File: src/rtl/trng_pkg.sv
// Shared types, constants and helpers for the TRNG word collector.
package trng_pkg;

  // Collector FSM encoding.
  typedef logic [2:0] collector_state_e;

  localparam collector_state_e ST_IDLE  = 3'd0;
  localparam collector_state_e ST_TRIG  = 3'd1;
  localparam collector_state_e ST_ARM   = 3'd2;
  localparam collector_state_e ST_WAIT  = 3'd3;
  localparam collector_state_e ST_CHECK = 3'd4;
  localparam collector_state_e ST_FAIL  = 3'd5;

  // Bit positions inside fail_cause.
  localparam int FAIL_RCT_BIT = 0;
  localparam int FAIL_APT_BIT = 1;

  // Default configuration.
  localparam int DEF_FIFO_DEPTH     = 8;
  localparam int DEF_REP_LIMIT      = 3;
  localparam int DEF_APT_WINDOW     = 16;
  localparam int DEF_APT_LO         = 200;
  localparam int DEF_APT_HI         = 312;
  localparam int DEF_TIMEOUT_CYCLES = 4096;

  // Number of set bits in a 32-bit word (0..32).
  function automatic logic [5:0] popcount32(input logic [31:0] w);
    logic [5:0] n;
    n = '0;
    for (int i = 0; i < 32; i++) begin
      n = n + {5'd0, w[i]};
    end
    return n;
  endfunction

endpackage

File: src/rtl/trng_fifo.sv
// Small synchronous first-word-fall-through FIFO.
// rd_data presents the head whenever the FIFO is not empty and reads as zero
// when empty, so the storage array itself needs no reset.
module trng_fifo #(
  parameter int WIDTH = 32,
  parameter int DEPTH = 8
) (
  input  logic                     clk,
  input  logic                     rst_n,
  input  logic                     wr_en,
  input  logic [WIDTH-1:0]         wr_data,
  input  logic                     rd_en,
  output logic [WIDTH-1:0]         rd_data,
  output logic                     empty,
  output logic                     full,
  output logic [$clog2(DEPTH):0]   level
);

  localparam int AW = $clog2(DEPTH);
  localparam logic [AW:0] FULL_LVL = (AW+1)'(DEPTH);

  logic [WIDTH-1:0] mem [DEPTH];
  logic [AW-1:0]    wr_ptr;
  logic [AW-1:0]    rd_ptr;
  logic [AW:0]      count;
  logic             do_wr;
  logic             do_rd;

  assign empty   = (count == '0);
  assign full    = (count == FULL_LVL);
  assign level   = count;
  assign do_wr   = wr_en && !full;
  assign do_rd   = rd_en && !empty;
  assign rd_data = empty ? '0 : mem[rd_ptr];

  // Storage write; data path carries no reset.
  always_ff @(posedge clk) begin
    if (do_wr) begin
      mem[wr_ptr] <= wr_data;
    end
  end

  // Pointer and occupancy tracking; pointers wrap naturally at DEPTH (power of 2).
  always_ff @(posedge clk or negedge rst_n) begin
    if (!rst_n) begin
      wr_ptr <= '0;
      rd_ptr <= '0;
      count  <= '0;
    end else begin
      if (do_wr) wr_ptr <= wr_ptr + 1'b1;
      if (do_rd) rd_ptr <= rd_ptr + 1'b1;
      case ({do_wr, do_rd})
        2'b10:   count <= count + 1'b1;
        2'b01:   count <= count - 1'b1;
        default: count <= count;
      endcase
    end
  end

endmodule

File: src/rtl/trng_collector.sv
// TRNG consumer: triggers the sampler, captures each word, runs the
// repetition-count and adaptive-proportion health tests, and queues passing
// words in a FWFT FIFO. Any health failure stops harvesting until fail_clr.
module trng_collector
  import trng_pkg::*;
#(
  parameter int FIFO_DEPTH     = DEF_FIFO_DEPTH,
  parameter int REP_LIMIT      = DEF_REP_LIMIT,
  parameter int APT_WINDOW     = DEF_APT_WINDOW,
  parameter int APT_LO         = DEF_APT_LO,
  parameter int APT_HI         = DEF_APT_HI,
  parameter int TIMEOUT_CYCLES = DEF_TIMEOUT_CYCLES
) (
  input  logic                          clk,
  input  logic                          rst_n,
  input  logic                          enable,
  input  logic                          fail_clr,
  output logic                          smp_trig,
  output logic                          smp_clear,
  input  logic [31:0]                   smp_data,
  input  logic                          smp_valid,
  input  logic                          rd_en,
  output logic [31:0]                   rd_data,
  output logic                          rd_valid,
  output logic [$clog2(FIFO_DEPTH):0]   fifo_level,
  output logic                          health_fail,
  output logic [1:0]                    fail_cause,
  output logic                          timeout_err,
  output logic [31:0]                   words_ok
);

  localparam int TO_W  = $clog2(TIMEOUT_CYCLES);
  localparam int REP_W = $clog2(REP_LIMIT + 1);
  localparam int WIN_W = $clog2(APT_WINDOW + 1);

  localparam logic [TO_W-1:0]  TO_LAST  = TO_W'(TIMEOUT_CYCLES - 1);
  localparam logic [REP_W-1:0] REP_MAX  = REP_W'(REP_LIMIT);
  localparam logic [WIN_W-1:0] WIN_LAST = WIN_W'(APT_WINDOW);
  localparam logic [9:0]       APT_LO_V = 10'(APT_LO);
  localparam logic [9:0]       APT_HI_V = 10'(APT_HI);

  // Repetition counter never needs to count past the limit.
  function automatic logic [REP_W-1:0] sat_inc(input logic [REP_W-1:0] v);
    return (v == REP_MAX) ? v : v + 1'b1;
  endfunction

  collector_state_e state_q;
  collector_state_e state_d;

  logic [31:0]      word_q;
  logic [31:0]      prev_word;
  logic             prev_vld;
  logic [REP_W-1:0] rep_cnt;
  logic [9:0]       apt_sum;
  logic [WIN_W-1:0] apt_cnt;
  logic [TO_W-1:0]  to_cnt;

  logic [REP_W-1:0] rep_next;
  logic [9:0]       apt_sum_next;
  logic [WIN_W-1:0] apt_cnt_next;
  logic             apt_end;
  logic             rct_fail;
  logic             apt_fail;
  logic             check_fail;
  logic [1:0]       cause_new;

  logic             in_check;
  logic             capture;
  logic             timeout_hit;
  logic             push;
  logic             fifo_empty;
  logic             fifo_full;

  assign in_check    = (state_q == ST_CHECK);
  assign capture     = (state_q == ST_WAIT) && enable && smp_valid;
  assign timeout_hit = (state_q == ST_WAIT) && enable && !smp_valid && (to_cnt == TO_LAST);
  assign push        = in_check && !check_fail;
  assign smp_trig    = (state_q == ST_TRIG);
  assign rd_valid    = !fifo_empty;

  // Health test evaluation on the captured word.
  always_comb begin
    rep_next     = (prev_vld && (word_q == prev_word)) ? sat_inc(rep_cnt) : REP_W'(1);
    rct_fail     = (rep_next >= REP_MAX);
    apt_sum_next = apt_sum + 10'(popcount32(word_q));
    apt_cnt_next = apt_cnt + 1'b1;
    apt_end      = (apt_cnt_next == WIN_LAST);
    apt_fail     = apt_end && ((apt_sum_next < APT_LO_V) || (apt_sum_next > APT_HI_V));
    check_fail   = rct_fail || apt_fail;
    cause_new               = '0;
    cause_new[FAIL_RCT_BIT] = rct_fail;
    cause_new[FAIL_APT_BIT] = apt_fail;
  end

  // Next-state logic for the harvest handshake.
  always_comb begin
    state_d = state_q;
    case (state_q)
      ST_IDLE:  if (enable && !fifo_full && !health_fail) state_d = ST_TRIG;
      ST_TRIG:  state_d = ST_ARM;
      ST_ARM:   state_d = ST_WAIT;
      ST_WAIT: begin
        if (!enable)                 state_d = ST_IDLE;
        else if (smp_valid)          state_d = ST_CHECK;
        else if (to_cnt == TO_LAST)  state_d = ST_IDLE;
      end
      ST_CHECK: state_d = check_fail ? ST_FAIL : ST_IDLE;
      ST_FAIL:  if (fail_clr) state_d = ST_IDLE;
      default:  state_d = ST_IDLE;
    endcase
  end

  // State register.
  always_ff @(posedge clk or negedge rst_n) begin
    if (!rst_n) state_q <= ST_IDLE;
    else        state_q <= state_d;
  end

  // Wait-for-valid timeout counter, restarted on the guard cycle.
  always_ff @(posedge clk or negedge rst_n) begin
    if (!rst_n)                    to_cnt <= '0;
    else if (state_q == ST_ARM)    to_cnt <= '0;
    else if (state_q == ST_WAIT)   to_cnt <= to_cnt + 1'b1;
  end

  // Captured word and last-checked word; data only, no reset.
  always_ff @(posedge clk) begin
    if (capture)  word_q    <= smp_data;
    if (in_check) prev_word <= word_q;
  end

  // RCT/APT running state; a CHECK update takes priority over fail_clr.
  always_ff @(posedge clk or negedge rst_n) begin
    if (!rst_n) begin
      rep_cnt  <= '0;
      prev_vld <= 1'b0;
      apt_sum  <= '0;
      apt_cnt  <= '0;
    end else if (in_check) begin
      rep_cnt  <= rep_next;
      prev_vld <= 1'b1;
      apt_sum  <= apt_end ? '0 : apt_sum_next;
      apt_cnt  <= apt_end ? '0 : apt_cnt_next;
    end else if (fail_clr) begin
      rep_cnt  <= '0;
      prev_vld <= 1'b0;
      apt_sum  <= '0;
      apt_cnt  <= '0;
    end
  end

  // Sticky health flags; a failure in the same cycle as fail_clr wins.
  always_ff @(posedge clk or negedge rst_n) begin
    if (!rst_n) begin
      health_fail <= 1'b0;
      fail_cause  <= '0;
    end else if (in_check && check_fail) begin
      health_fail <= 1'b1;
      fail_cause  <= fail_clr ? cause_new : (fail_cause | cause_new);
    end else if (fail_clr) begin
      health_fail <= 1'b0;
      fail_cause  <= '0;
    end
  end

  // Timeout flag and the one-cycle sampler clear that accompanies it.
  always_ff @(posedge clk or negedge rst_n) begin
    if (!rst_n) begin
      timeout_err <= 1'b0;
      smp_clear   <= 1'b0;
    end else begin
      smp_clear <= timeout_hit;
      if (timeout_hit)   timeout_err <= 1'b1;
      else if (fail_clr) timeout_err <= 1'b0;
    end
  end

  // Count of words accepted into the FIFO.
  always_ff @(posedge clk or negedge rst_n) begin
    if (!rst_n)    words_ok <= '0;
    else if (push) words_ok <= words_ok + 32'd1;
  end

  trng_fifo #(
    .WIDTH (32),
    .DEPTH (FIFO_DEPTH)
  ) u_fifo (
    .clk     (clk),
    .rst_n   (rst_n),
    .wr_en   (push),
    .wr_data (word_q),
    .rd_en   (rd_en),
    .rd_data (rd_data),
    .empty   (fifo_empty),
    .full    (fifo_full),
    .level   (fifo_level)
  );

endmodule

File: config.mk
export PLATFORM = sky130hd
export DESIGN_NAME = trng_collector
export DESIGN_NICKNAME = d
export VERILOG_FILES = /design/src/rtl/trng_pkg.sv /design/src/rtl/trng_fifo.sv /design/src/rtl/trng_collector.sv
export SDC_FILE = /design/constraint.sdc
export NUM_CORES = 1
export LEC_CHECK = 0
export ABC_AREA = 1
export BUFFER_PORTS_ARGS = -buffer_cell sky130_fd_sc_hd__buf_2
export CAP_MARGIN = 20
export CELL_PAD_IN_SITES_DETAIL_PLACEMENT = 0
export CELL_PAD_IN_SITES_GLOBAL_PLACEMENT = 1
export CORE_ASPECT_RATIO = 1.5
export CORE_UTILIZATION = 46
export CTS_BUF_LIST = sky130_fd_sc_hd__clkbuf_4 sky130_fd_sc_hd__clkbuf_8
export DETAILED_ROUTE_END_ITERATION = 10
export PLACE_DENSITY_LB_ADDON = 0.1
export SLEW_MARGIN = 20
export SYNTH_ARGS = -nofsm -noshare
export SYNTH_HDL_FRONTEND = slang
export SYNTH_SLANG_ARGS = --single-unit
File: constraint.sdc
create_clock -name clk -period 7.9 [get_ports clk]
set_clock_uncertainty 0.15 [all_clocks]
set_input_delay 1.58 -clock clk [delete_from_list [all_inputs] [get_ports clk]]
set_output_delay 1.58 -clock clk [all_outputs]
set_load 0.01 [all_outputs]
==> key figures <==
Critical path
  – Buffering stage count on the worst path with inverters included: 2
  – Worst-path cell with the longest stage delay: sky130_fd_sc_hd__fa_1
  – Setup crit start kind: register
  – Arrival @ worst endpoint: ~7.7 ns
  – Maximum fanout count along the critical path: 10
  – Largest delay share family, worst path: adder cells
  – Most repeated library cell on the critical path: sky130_fd_sc_hd__fa_1
  – Crit end category: register
  – Data required, critical path: 8.26 ns
  – Count of cells along the worst register-to-register path: 30
  – Worst flop-to-flop path startpoint: word_q[27]
  – Slowest cell delay on critical path: around 0.59 ns
  – Crit path to: u_fifo.level[3]
  – R2R Path End: u_fifo.level[3]
  – Stages on worst setup path: 30
  – FF-to-FF setup slack: 0.55 ns
  – Worst Setup SP: word_q[27]
  – Critical setup path kind: reg2reg

Global routing
  – Via count of the first global-routing pass: ~12k
  – Number of antenna violations at the first check in global routing: 2
  – Global-route total usage across every layer: 23.3%
  – Largest net degree at the start of global routing: around 110
  – First-pass GRT wire length: between 60 and 70 mm
  – Global route overflow: 0

Logic synthesis
  – Async set or reset register ratio after synthesis: between 20% and 30%
  – Most instantiated flip-flop cell in the synthesis netlist: sky130_fd_sc_hd__edfxtp_1
  – Avg Cell Area, Syn: 10.9 sq um
  – Most used standard cell by instance count after synthesis: sky130_fd_sc_hd__edfxtp_1
  – Synthesis Warnings: 0
  – Area share of the largest cell type after synthesis: between 50% and 60%
  – Flops & latches, synth: 400
  – Post-Synthesis Cells: between 1.5k and 2k
  – Post-synth EDFFs: between 300 and 400
  – Cell type contributing the most total cell area after synthesis: sky130_fd_sc_hd__edfxtp_1
  – Syn Std Cell Area: between 15000 and 20000 sq um
  – Sequential element share of the synthesized area: between 60% and 70%
  – Net count after synthesis: between 1.5k and 2k
  – Top cells by area in the synthesized netlist: sky130_fd_sc_hd__edfxtp_1, sky130_fd_sc_hd__dfrtp_1, sky130_fd_sc_hd__nor2_1
  – Most frequent cells after synthesis: sky130_fd_sc_hd__edfxtp_1, sky130_fd_sc_hd__nor2_1, sky130_fd_sc_hd__nand2_1
  – Count of unique library cells instantiated by Yosys: 39

CTS
  – Number of CTS-inserted buffers: between 50 and 60
  – Worst-path clk slew: ~0.070 ns
  – Root Buffer Master: sky130_fd_sc_hd__clkbuf_8
  – Clock tree from TritonCTS: built
  – Post-cts resize count: 0
  – TritonCTS sink count: 400
  – Worst-skew pair later-pin latency: about 0.63 ns
  – H-tree depth: 2
  – Buffer levels on the longest clock path: 3

Drt
  – Drt wl/cell: ~19 microns
  – Antenna viol nets, final: 0
  – Wire length reported by the detailed router: roughly 45 mm
  – DRT Pass-1 Iters: 4
  – Via count normalized by instance count: 5.28
  – Vias after detailed routing: approximately 12k
  – DRC viols: 0
  – Detailed router's first-iteration violation count: approximately 600

Die
  – CORE AREA: 38400 sq um
  – Die Wd: approximately 160 microns
  – Die outline height: roughly 240 microns
  – # rows: 88
  – Ports: 113
  – Initial standard-cell utilization of the core: about 47%
  – Die Area: about 40000 sq um

Placed design
  – HPWL after DPL: around 28 mm
  – Number of I/O port buffers: ~110
  – Placer congestion estimate: between 0.8 and 0.9
  – Worst setup slack before clock tree synthesis: 0.497 ns
  – Count of placed standard cells including taps: approximately 2.2k
  – Post-DP Area: around 19000 sq um

Timing
  – Setup TNS after final layout: 0 ns
  – Worst-Margin Slew: about 1.0 ns
  – Post-route minimum period: around 7.3 ns
  – Worst-case setup margin in the final layout: between 0.5 and 0.6 ns
  – Fmax: approximately 0.14 GHz
  – Count of final max-slew check failures: 0
  – Fin Hold WS: 0.337 ns
  – Final count of hold timing violations: 0
  – Relative slew margins: about a third
  – Final cycle utilization of the critical path: between 90% and 100%
  – Final setup violation count: 0

Pwr
  – Maximum vdd ir drop: around 0.27 mV
  – Reported leakage power: ~8.0 nW
  – PD cells: between 300 and 400 nW/um^2

Final layout
  – Final Cell Area: 20400 sq um
  – Fraction of final layout cells with drive strength greater than 1: roughly 15%
  – Total Nets Final: approximately 1.9k
  – Final Non-Filler Cells: roughly 2.3k
  – Area grow syn2layout: 13.9%

Run status
  – Run status: completed

Job
  – Max-cap check violation count: 0

Hold path
  – Type of the worst min-delay path: reg2reg
==> cell families after synthesis <==
| family | synth area share (%) |
|---|---|
| AOI/OAI and AO/OA | 8.56 |
| xor gates and xnor gates | 2.63 |
| adders and majority gates | 4.61 |
| buffers and inverters | 4.31 |
| DFF | 64.7 |
| and+or+nand+nor | 15.2 |
==> stage by stage <==
| stage | util, % | total power, mW |
|---|---|---|
| floorplan | - | 4.39 |
| global placement | 49.8 | 5.21 |
| detailed placement | 49.8 | 5.25 |
| CTS | 52.7 | 6.86 |
| global route | 53.2 | 7.29 |
| finish | 53.2 | 6.81 |
==> worst min-delay path, stage by stage, from the launching register on <==
cell,delay [ns]
sky130_fd_sc_hd__dfrtp_1,0.35
sky130_fd_sc_hd__nand2_1,0.05
sky130_fd_sc_hd__nand2_1,0.06
==> what timing repair did <==
action,in CTS,in global routing
setup buffers,0,19
setup endpoints to repair,0,1
hold buffers,0,0
==> report_power, final <==
part           switching, mW  internal, mW  total, mW
Clock                  0.780         0.817       1.60
Combinational           1.77         0.953       2.72
Sequential             0.113          2.38       2.49
Total                   2.66          4.15       6.81
==> registers in the layout, indices dropped and copies added, names as in the netlist, 3 cells and up <==
register and flops:
apt_cnt 5, apt_sum 10, prev_word 32, state_q 3, to_cnt 12, u_fifo.level 4
u_fifo.mem 256, u_fifo.rd_ptr 3, u_fifo.wr_ptr 3, word_q 32, words_ok 32
==> cell usage in the layout (no fill, tap or decap), drive strengths merged, types with 2 or more instances in the layout <==
cell type  instances
a21oi             10
a22o               4
a31oi             33
buf              154
clkbuf            81
clkinv            26
clkinvlp           3
dfrtp             80
edfxtp           320
fa                27
ha                23
inv              140
nand2            262
nand3             36
nand3b             2
nand4             19
nor2             284
nor3              34
nor3b              5
nor4               7
o21ai            197
o22ai             37
or2                8
xnor2             26
xor2              27
==> how the worst min path moves through the flow <==
stage,from,end,cells past startpoint
floorplan,apt_sum[1],apt_sum[1],2
global placement,fail_cause[1],fail_cause[1],2
detailed placement,fail_cause[0],fail_cause[0],2
CTS,fail_cause[1],fail_cause[1],2
global route,timeout_err,timeout_err,1
finish,fail_cause[1],fail_cause[1],2
==> metal layers <==
metal | up-vias | track usage (%) | share of wire (%)
met5 | - | 0 | 0.027
met2 | 276 | 41.6 | 52
li1 | 5960 | - | -
met3 | 105 | 3.39 | 3.7
met4 | 2 | 9.76 | 3.7
met1 | 6036 | 27.7 | 40
==> cell type report <==
cell class	instances	area (sq um)
multi-input cells	1046	5630
inverters	141	531
well taps	495	619
flip-flops and latches	400	11600
diodes	1	2.50
clock inverters	28	135
repair buffers	154	911
clock buffers	81	996
fillers	3405	18000
No activity file was read; power rests on OpenSTA's default activity.
